$ cat config.mk
export PLATFORM = sky130hd
export DESIGN_NAME = dm_access_ctrl
export DESIGN_NICKNAME = d
export VERILOG_FILES = /design/src/rtl/dm_access_ctrl.sv
export SDC_FILE = /design/constraint.sdc
export NUM_CORES = 1
export LEC_CHECK = 0
export ABC_AREA = 1
export CORE_MARGIN = 5
export CORE_UTILIZATION = 33
export DETAILED_ROUTE_END_ITERATION = 10
export SYNTH_ARGS = -nofsm -noshare
export SYNTH_HDL_FRONTEND = slang
export SYNTH_SLANG_ARGS = --single-unit
$ cat constraint.sdc
create_clock -name clk -period 2.3 [get_ports clk]
set_clock_uncertainty 0.2 [all_clocks]
set_input_delay 0.23 -clock clk [delete_from_list [all_inputs] [get_ports clk]]
set_output_delay 0.23 -clock clk [all_outputs]
set_load 0.02 [all_outputs]
$ cat src/rtl/dm_access_ctrl.sv
// Load/store initiator in front of `dm`; misaligned half/word accesses are split into byte beats.
// Define DM_MISALIGN_TRAP_EN to trap misaligned accesses (resp_err, no memory beats) instead of splitting.
module dm_access_ctrl #(
    parameter int AW = 9,
    parameter int DW = 32
) (
    input  logic          clk,
    input  logic          rstn,
    input  logic          req_valid,
    output logic          req_ready,
    input  logic          req_we,
    input  logic [2:0]    req_type,
    input  logic [AW-1:0] req_addr,
    input  logic [DW-1:0] req_wdata,
    output logic          resp_valid,
    output logic [DW-1:0] resp_rdata,
    output logic          resp_err,
    output logic          stall,
    output logic          DMWr,
    output logic [AW-1:0] addr,
    output logic [DW-1:0] din,
    output logic [2:0]    DMType,
    input  logic [DW-1:0] dout
);
    localparam logic [2:0] T_WORD  = 3'b000;
    localparam logic [2:0] T_HALF  = 3'b001;
    localparam logic [2:0] T_HALFU = 3'b010;
    localparam logic [2:0] T_BYTEU = 3'b100;

    typedef enum logic [1:0] {IDLE, BEAT, RESP} state_t;

    function automatic logic misaligned(input logic [2:0] t, input logic [1:0] a);
        return ((t == T_HALF || t == T_HALFU) && a[0]) || (t == T_WORD && a != 2'b00);
    endfunction

    function automatic logic illegal(input logic [2:0] t);
        return t > T_BYTEU;
    endfunction

    state_t        state;
    logic          we_q;
    logic [2:0]    type_q;
    logic          split_q;
    logic          illegal_q;
    logic [1:0]    beat_cnt;
    logic [DW-1:0] wdata_q;
    logic [DW-1:0] asm_q;
    logic [DW-1:0] asm_next;
    logic [DW-1:0] load_data;
    logic          req_mis;
    logic          req_ill;
    logic          is_last;

    assign req_mis = misaligned(req_type, req_addr[1:0]);
    assign req_ill = illegal(req_type);
    assign is_last = !split_q || (beat_cnt == ((type_q == T_WORD) ? 2'd3 : 2'd1));

    always_comb begin
        // NOTE: every variable gets a value before any condition so no latch is inferred.
        asm_next  = asm_q;
        asm_next[{beat_cnt, 3'b000} +: 8] = dout[7:0];
        load_data = asm_next;
        if (!split_q) begin
            load_data = dout;
        end else if (type_q == T_HALF) begin
            load_data = {{(DW-16){asm_next[15]}}, asm_next[15:0]};
        end else if (type_q == T_HALFU) begin
            load_data = {{(DW-16){1'b0}}, asm_next[15:0]};
        end
    end

    // NOTE: state and registered outputs use non-blocking assignments so every flop samples pre-edge values.
    always_ff @(posedge clk or negedge rstn) begin
        if (!rstn) begin
            state      <= IDLE;
            req_ready  <= 1'b1;
            resp_valid <= 1'b0;
            resp_rdata <= '0;
            resp_err   <= 1'b0;
            stall      <= 1'b0;
            DMWr       <= 1'b0;
            addr       <= '0;
            din        <= '0;
            DMType     <= '0;
            we_q       <= 1'b0;
            type_q     <= '0;
            split_q    <= 1'b0;
            illegal_q  <= 1'b0;
            beat_cnt   <= '0;
            wdata_q    <= '0;
            asm_q      <= '0;
        end else begin
            case (state)
                IDLE: begin
                    if (req_valid) begin
                        we_q      <= req_we;
                        type_q    <= req_type;
                        split_q   <= req_mis;
                        illegal_q <= req_ill;
                        wdata_q   <= {8'h00, req_wdata[DW-1:8]};
                        beat_cnt  <= '0;
                        req_ready <= 1'b0;
                        stall     <= 1'b1;
`ifdef DM_MISALIGN_TRAP_EN
                        if (req_mis) begin
                            state      <= RESP;
                            resp_valid <= 1'b1;
                            resp_err   <= 1'b1;
                            resp_rdata <= '0;
                        end else
`endif
                        begin
                            state <= BEAT;
                            DMWr  <= req_we && !req_ill;
                            addr  <= req_addr;
                            if (req_mis) begin
                                DMType <= T_BYTEU;
                                din    <= {{(DW-8){1'b0}}, req_wdata[7:0]};
                            end else begin
                                DMType <= req_type;
                                din    <= req_wdata;
                            end
                        end
                    end
                end
                BEAT: begin
                    if (split_q) begin
                        asm_q <= asm_next;
                    end
                    if (is_last) begin
                        state      <= RESP;
                        DMWr       <= 1'b0;
                        resp_valid <= 1'b1;
                        resp_err   <= illegal_q;
                        resp_rdata <= (we_q || illegal_q) ? '0 : load_data;
                    end else begin
                        // Store bytes leave the shift register LSB first, one per beat.
                        beat_cnt <= beat_cnt + 2'd1;
                        addr     <= addr + AW'(1);
                        din      <= {{(DW-8){1'b0}}, wdata_q[7:0]};
                        wdata_q  <= {8'h00, wdata_q[DW-1:8]};
                    end
                end
                RESP: begin
                    state      <= IDLE;
                    resp_valid <= 1'b0;
                    resp_err   <= 1'b0;
                    stall      <= 1'b0;
                    req_ready  <= 1'b1;
                end
                default: state <= IDLE;
            endcase
        end
    end
endmodule
### After elaboration in Yosys (flattened, before gate mapping)

Index checks and enable logic that the tools add are counted.

| word-level totals | value |
|---|---|
| register bits | 155 |
| bits in latches | 0 |
| RAM bits | 0 |
| memory bits (read-only) | 0 |
| memories kept | 0 |

| cells by class | value |
|---|---|
| $add $sub $neg | 3 |
| multiply operators | 0 |
| divide/modulo/power cells | 0 |
| order comparisons | 1 |
| equal/unequal tests | 10 |
| shifts and indexed selects | 2 |
| mux-type cells | 34 |
| bitwise gates (word level) | 0 |
| reduce and logical (&&, ||, !) cells | 24 |

Operators by type and width:

| kind | number |
|---|---|
| 2-to-1 mux 32 bit | 9 |
| case mux 32 bit (2 select lines) | 2 |
| bitwise mux 32 bit | 1 |
| variable shift 8 x 7 -> 32 bit (first input constant) | 1 |
| variable part select 8 x 7 -> 32 bit | 1 |
| 2-to-1 mux 9 bit | 2 |
| case mux 9 bit (2 select lines) | 1 |
| AND reduction 2 bit | 6 |
| 2-to-1 mux 2 bit | 5 |
| case mux 1 bit (2 select lines) | 5 |
| adder 9 x 1 -> 9 bit (second input constant) | 1 |
| case mux 2 bit (2 select lines) | 2 |
| nonzero test 2 bit | 4 |
| negator 5 -> 7 bit | 1 |
| == test 3 x 1 -> 1 bit (second input constant) | 2 |
| == test 3 x 2 -> 1 bit (second input constant) | 2 |
| zero test 3 bit | 2 |
| 2-to-1 mux 1 bit | 6 |
| inequality test 2 bit (second input constant) | 3 |
| AND reduction 3 bit | 2 |
| logical OR 1 bit | 4 |
| > comparator 3 bit (second input constant) | 1 |
| logical AND 1 bit | 3 |
| 2-to-1 mux 3 bit | 1 |
| 6 further kinds | 7 |

### Logic depth before layout (Yosys ltp)

Gate-level depths: netlist of the first run.

| depth | value |
|---|---|
| word-level depth | 7 |
| mapped depth | 14 |

### Worst setup path before layout of the first run

OpenSTA, ideal clock, no wires.

| timing | value |
|---|---|
| path type | reg-to-reg |
| from | register beat_cnt[0] |
| to | register resp_rdata[30] |
| data arrival time | 1.810 ns |
| path slack | 0.224 ns |
| stages on the path, launching flop included | 15 |
| path buffers | 2 |
| path through | dfrtp_1 -> buf_4 -> inv_1 -> ha_1 -> nand2_2 -> nor2_2 -> nand2_1 -> nand2_2 -> nand2_4 -> buf_6 -> nand2_1 -> nand2_1 -> nand2_1 -> nand2_1 -> nand2_1 |

| between the ends | value |
|---|---|
| cells in the longest elaborated chain, start to end | 7 |
| elaborated cells on any way between the ends | 11 |
| those cells by class | 1 x add/sub; 1 x eq/ne; 2 x shift; 5 x mux; 2 x reduce/logical |

RTL lines:

| what | line | RTL |
|---|---|---|
| start: declaration | 45 | `logic [1:0] beat_cnt;` |
| start signal: assignment | 138 | `beat_cnt <= beat_cnt + 2'd1;` |
| negator 5 -> 7 bit | 61 | `asm_next[{beat_cnt, 3'b000} +: 8] = dout[7:0];` |
| variable part select 8 x 7 -> 32 bit or variable shift 8 x 7 -> 32 bit (tied branches) | 61 |  |
| bitwise mux 32 bit | 61 |  |
| 2-to-1 mux 32 bit | 67 | `end else if (type_q == T_HALFU) begin` |
| 2-to-1 mux 32 bit | 65 | `end else if (type_q == T_HALF) begin` |
| 2-to-1 mux 32 bit | 63 | `if (!split_q) begin` |
| 2-to-1 mux 32 bit | 135 | `resp_rdata <= (we_q \|\| illegal_q) ? '0 : load_data;` |
| end signal: assignment | 135 |  |
| end: declaration | 16 | `output logic [DW-1:0] resp_rdata,` |

Several ways; a longest one is shown, not always the timed one.
A chain may end at the register's enable or synchronous reset.

### Worst setup path after layout of the first run

| timing | value |
|---|---|
| from | register beat_cnt[1] |
| to | register resp_rdata[28] |

Same word-level chain as after synthesis.

==> results of run 1 <==
[registers in the layout (all words and copies together) (netlist names)]
| signal | flops |
|---|---|
| illegal_q | 1 |
| type_q | 3 |
| DMType | 3 |
| asm_q | 32 |
| state | 2 |
| din | 32 |
| resp_err | 1 |
| split_q | 1 |
| beat_cnt | 2 |
| req_ready | 1 |
| stall | 1 |
| resp_rdata | 32 |
| resp_valid | 1 |
| we_q | 1 |
| wdata_q | 24 |
| DMWr | 1 |
| addr | 9 |
[per-layer routing]
layer | vias to the layer above | routed length, um | track usage
met2 | 206 | 10000 | 0.269
met1 | 3194 | 9990 | 0.237
li1 | 3395 | - | -
met5 | - | 13 | 0
met3 | 16 | 1430 | 0.0487
met4 | 2 | 145 | 0.0291
[cell families after synthesis]
logic type,share of synthesized area
and+or+nand+nor,0.304
buffers and inverters,0.0777
DFF,0.501
AOI/OAI and AO/OA,0.107
adders and majority gates,0.0102
[synthesized netlist by cell type, types with 3 or more instances]
| cell | number |
|---|---|
| ha_1 | 6 |
| nor2_1 | 39 |
| nand2_1 | 397 |
| a21oi_1 | 26 |
| clkbuf_1 | 19 |
| a21o_1 | 8 |
| nand3_1 | 52 |
| a31oi_1 | 7 |
| buf_4 | 11 |
| nand4_1 | 34 |
| buf_2 | 21 |
| dfrtp_1 | 146 |
| inv_1 | 74 |
| o21bai_1 | 6 |
| o21ai_0 | 97 |
| inv_2 | 3 |
| nand2_4 | 3 |
| nor2_2 | 4 |
[critical path, delay by kind of cell (launching register included)]
| kind | cells | cell delay (ns) |
|---|---|---|
| AOI/OAI and AO/OA | 1 | 0.34 |
| adders and majority gates | 1 | 0.37 |
| buffers and inverters | 2 | 0.19 |
| DFF | 1 | 0.40 |
| and+or+nand+nor | 7 | 0.50 |
[layout by cell type (no fill, tap or decap), types with 6 or more instances in the layout]
cell type / netlist / routed
buf_4: 11 / 19
o21bai_1: 6 / 6
a31oi_1: 7 / 7
clkbuf_16: 0 / 17
buf_12: 0 / 6
a21oi_1: 26 / 26
o21ai_0: 97 / 97
ha_1: 6 / 6
nor2_1: 39 / 39
dfrtp_1: 146 / 146
nand3_1: 52 / 52
inv_1: 74 / 74
clkdlybuf4s50_1: 0 / 159
nand4_1: 34 / 34
clkinv_4: 0 / 7
nand2_1: 397 / 396
a21o_1: 8 / 8
[timing repair]
item | 4_1_cts | 5_1_grt
resized for setup | 0 | 1
hold buffers | 1 | 0
setup endpoints to repair | 0 | 1
hold endpoints to repair | 147 | 0
[power breakdown]
| part | total, mW | leakage, nW | internal, mW | switching [mW] |
|---|---|---|---|---|
| clock | 2.81 | 0.293 | 1.58 | 1.23 |
| combinational | 6.37 | 2.76 | 2.52 | 3.86 |
| sequential | 4.37 | 1.87 | 3.73 | 0.642 |
[final timing paths]
path	from	to	slack, ns	cells past startpoint
worst max-delay path	beat_cnt[1]	resp_rdata[28]	0.23	11
worst min-delay path	rstn	resp_rdata[12]	0.08	2
worst max register to register	beat_cnt[1]	resp_rdata[28]	0.23	11
worst min register to register	req_ready	req_ready	0.27	2
max in group asynchronous	rstn	wdata_q[22]	1.13	3
min in group clk	req_wdata[19]	din[19]	0.20	3
[area by class of cell]
class | count | area (um^2) | share of cell area
Multi-Input combinational cell | 690 | 3100 | 0.313
Inverter | 78 | 293 | 0.0296
Timing Repair Buffer | 186 | 1880 | 0.190
Clock buffer | 19 | 453 | 0.0458
Clock inverter | 13 | 140 | 0.0142
Sequential cell | 147 | 3680 | 0.372
Tap cell | 280 | 350 | 0.0354
[through the flow]
step | cells | util | setup slack, ns | area (um^2)
finish | 1413 | 0.452 | 0.227 | 9890
global route | 1413 | 0.452 | 0.0361 | 9890
CTS | 1413 | 0.452 | 0.219 | 9890
detailed placement | 1380 | 0.424 | 0.236 | 9280
global placement | 1380 | 0.424 | 0.298 | 9280
floorplan | 969 | - | 0.224 | 7340
==> reports/qor.yml, run 1 <==
synthesis:
  synth_top_area_cell: "dfrtp_1"
  syn-instance-count: 969
  yosys_most_used_dff: "dfrtp_1"
  yosys_register_bits: 147
  synthTopCellsByArea: "dfrtp_1 (50%), nand2_1 (20%), o21ai_0 (6.6%)"
  syn_area_mm2: 0.00734
  ys_seq_area_frac: 0.501
  async_reset_ff_frac: 1.00
  syn_area_per_cell_um2: 7.58
  ys_types: 30
  ys_warn_count: 0
  syn-num-nets: 1055
  synth_edf_count: 0
  synth_top_area_frac: 0.498
flow_run:
  maxCapViolCount: 0
hold_path:
  worstHoldPathType: "in2async"
layout:
  final_nets: 1206
  diodes: 0
  layout-drive-gt1-share: 0.0671
  syn_to_final_growth_pct: 34.7
  fillers: 2214
detailed_routing:
  viasPerCell: 4.82
  route.detailed.drc: 0
  wirelength_um: 21600
  wire_per_inst_um: 15.3
  antenna_left: 0
  dr_total_vias: 6813
  firstDrtPassIters: 6
  drt-initial-drc-count: 431
sta:
  rsz0062_at_grt: "no"
  relSlewSlack: 0.657
  hold_violations: 0
  fin_tns_setup_ns: 0
  max_freq_mhz: 482
  min_period_ns: 2.07
  setup_viol: 0
  fin_crit_sh: 0.902
  holdWs_ns: 0.0803
  slew_viol_final: 0
  tightest_slew_ns: 0.515
cts:
  cts_buffers: 17
  cts-root-buf: "clkbuf_16"
  h-tree-depth: 4
  cts_tree: "done"
  clk_pin_slew_ns: 0.07
  numClockSinks: 147
  postCtsSetupRepairBufs: 0
  clock_latency_ns: 0.43
  clk_path_buf_depth: 2
die:
  io_pins: 161
  die-width_um: 159
  initial_core_util: 0.335
  fp.coreArea_mm2: 0.0219
  die-height_um: 159
  die-area_mm2: 0.0253
  num_rows: 54
critical_path:
  slowest_stage: "dfrtp_1"
  critPathKind: "reg2reg"
  cp_data_required_time_ns: 2.47
  setup.worst_path.start_class: "register"
  crit_chain: "inv_1 -> ha_1 -> inv_1 -> nand2_1 -> o21bai_1 -> nand2_1 -> nand2_1 -> nand2_1 -> nand2_1 -> nand2_1 -> nand2_1"
  cpPeakStageDelay_ns: 0.40
  cp-end-kind: "register"
  arrival_ns: 2.24
  cp_max_fo: 6
  crit_path_frequent_cell: "nand2_1"
place:
  gp_congestion: 0.854
  place_hpwl_um: 15400
  io_buffers: 160
grt:
  grt.total_usage: 0.170
  grt_max_degree: 61
  grt_pass1_wl_um: 35500
  grt_pass1_vias: 6651
  antenna_found_initial: 1
  grt-ovfl-total: 0
run_status:
  run_status: "completed"
power_and_ir_drop:
  p_per_area_mw_per_mm2: 1370
  finalPower_mw: 13.6
  ir_worst_vdd_mv: 0.764
  p_leak_nw: 4.92
No activity file was read; power rests on OpenSTA's default activity.
==> inputs of run 2 (changes only) <==
SETUP_SLACK_MARGIN = 0.02   (was default)
==> results of run 2 <==
No change in the layout: final DEF, timing and power equal those of run 1.
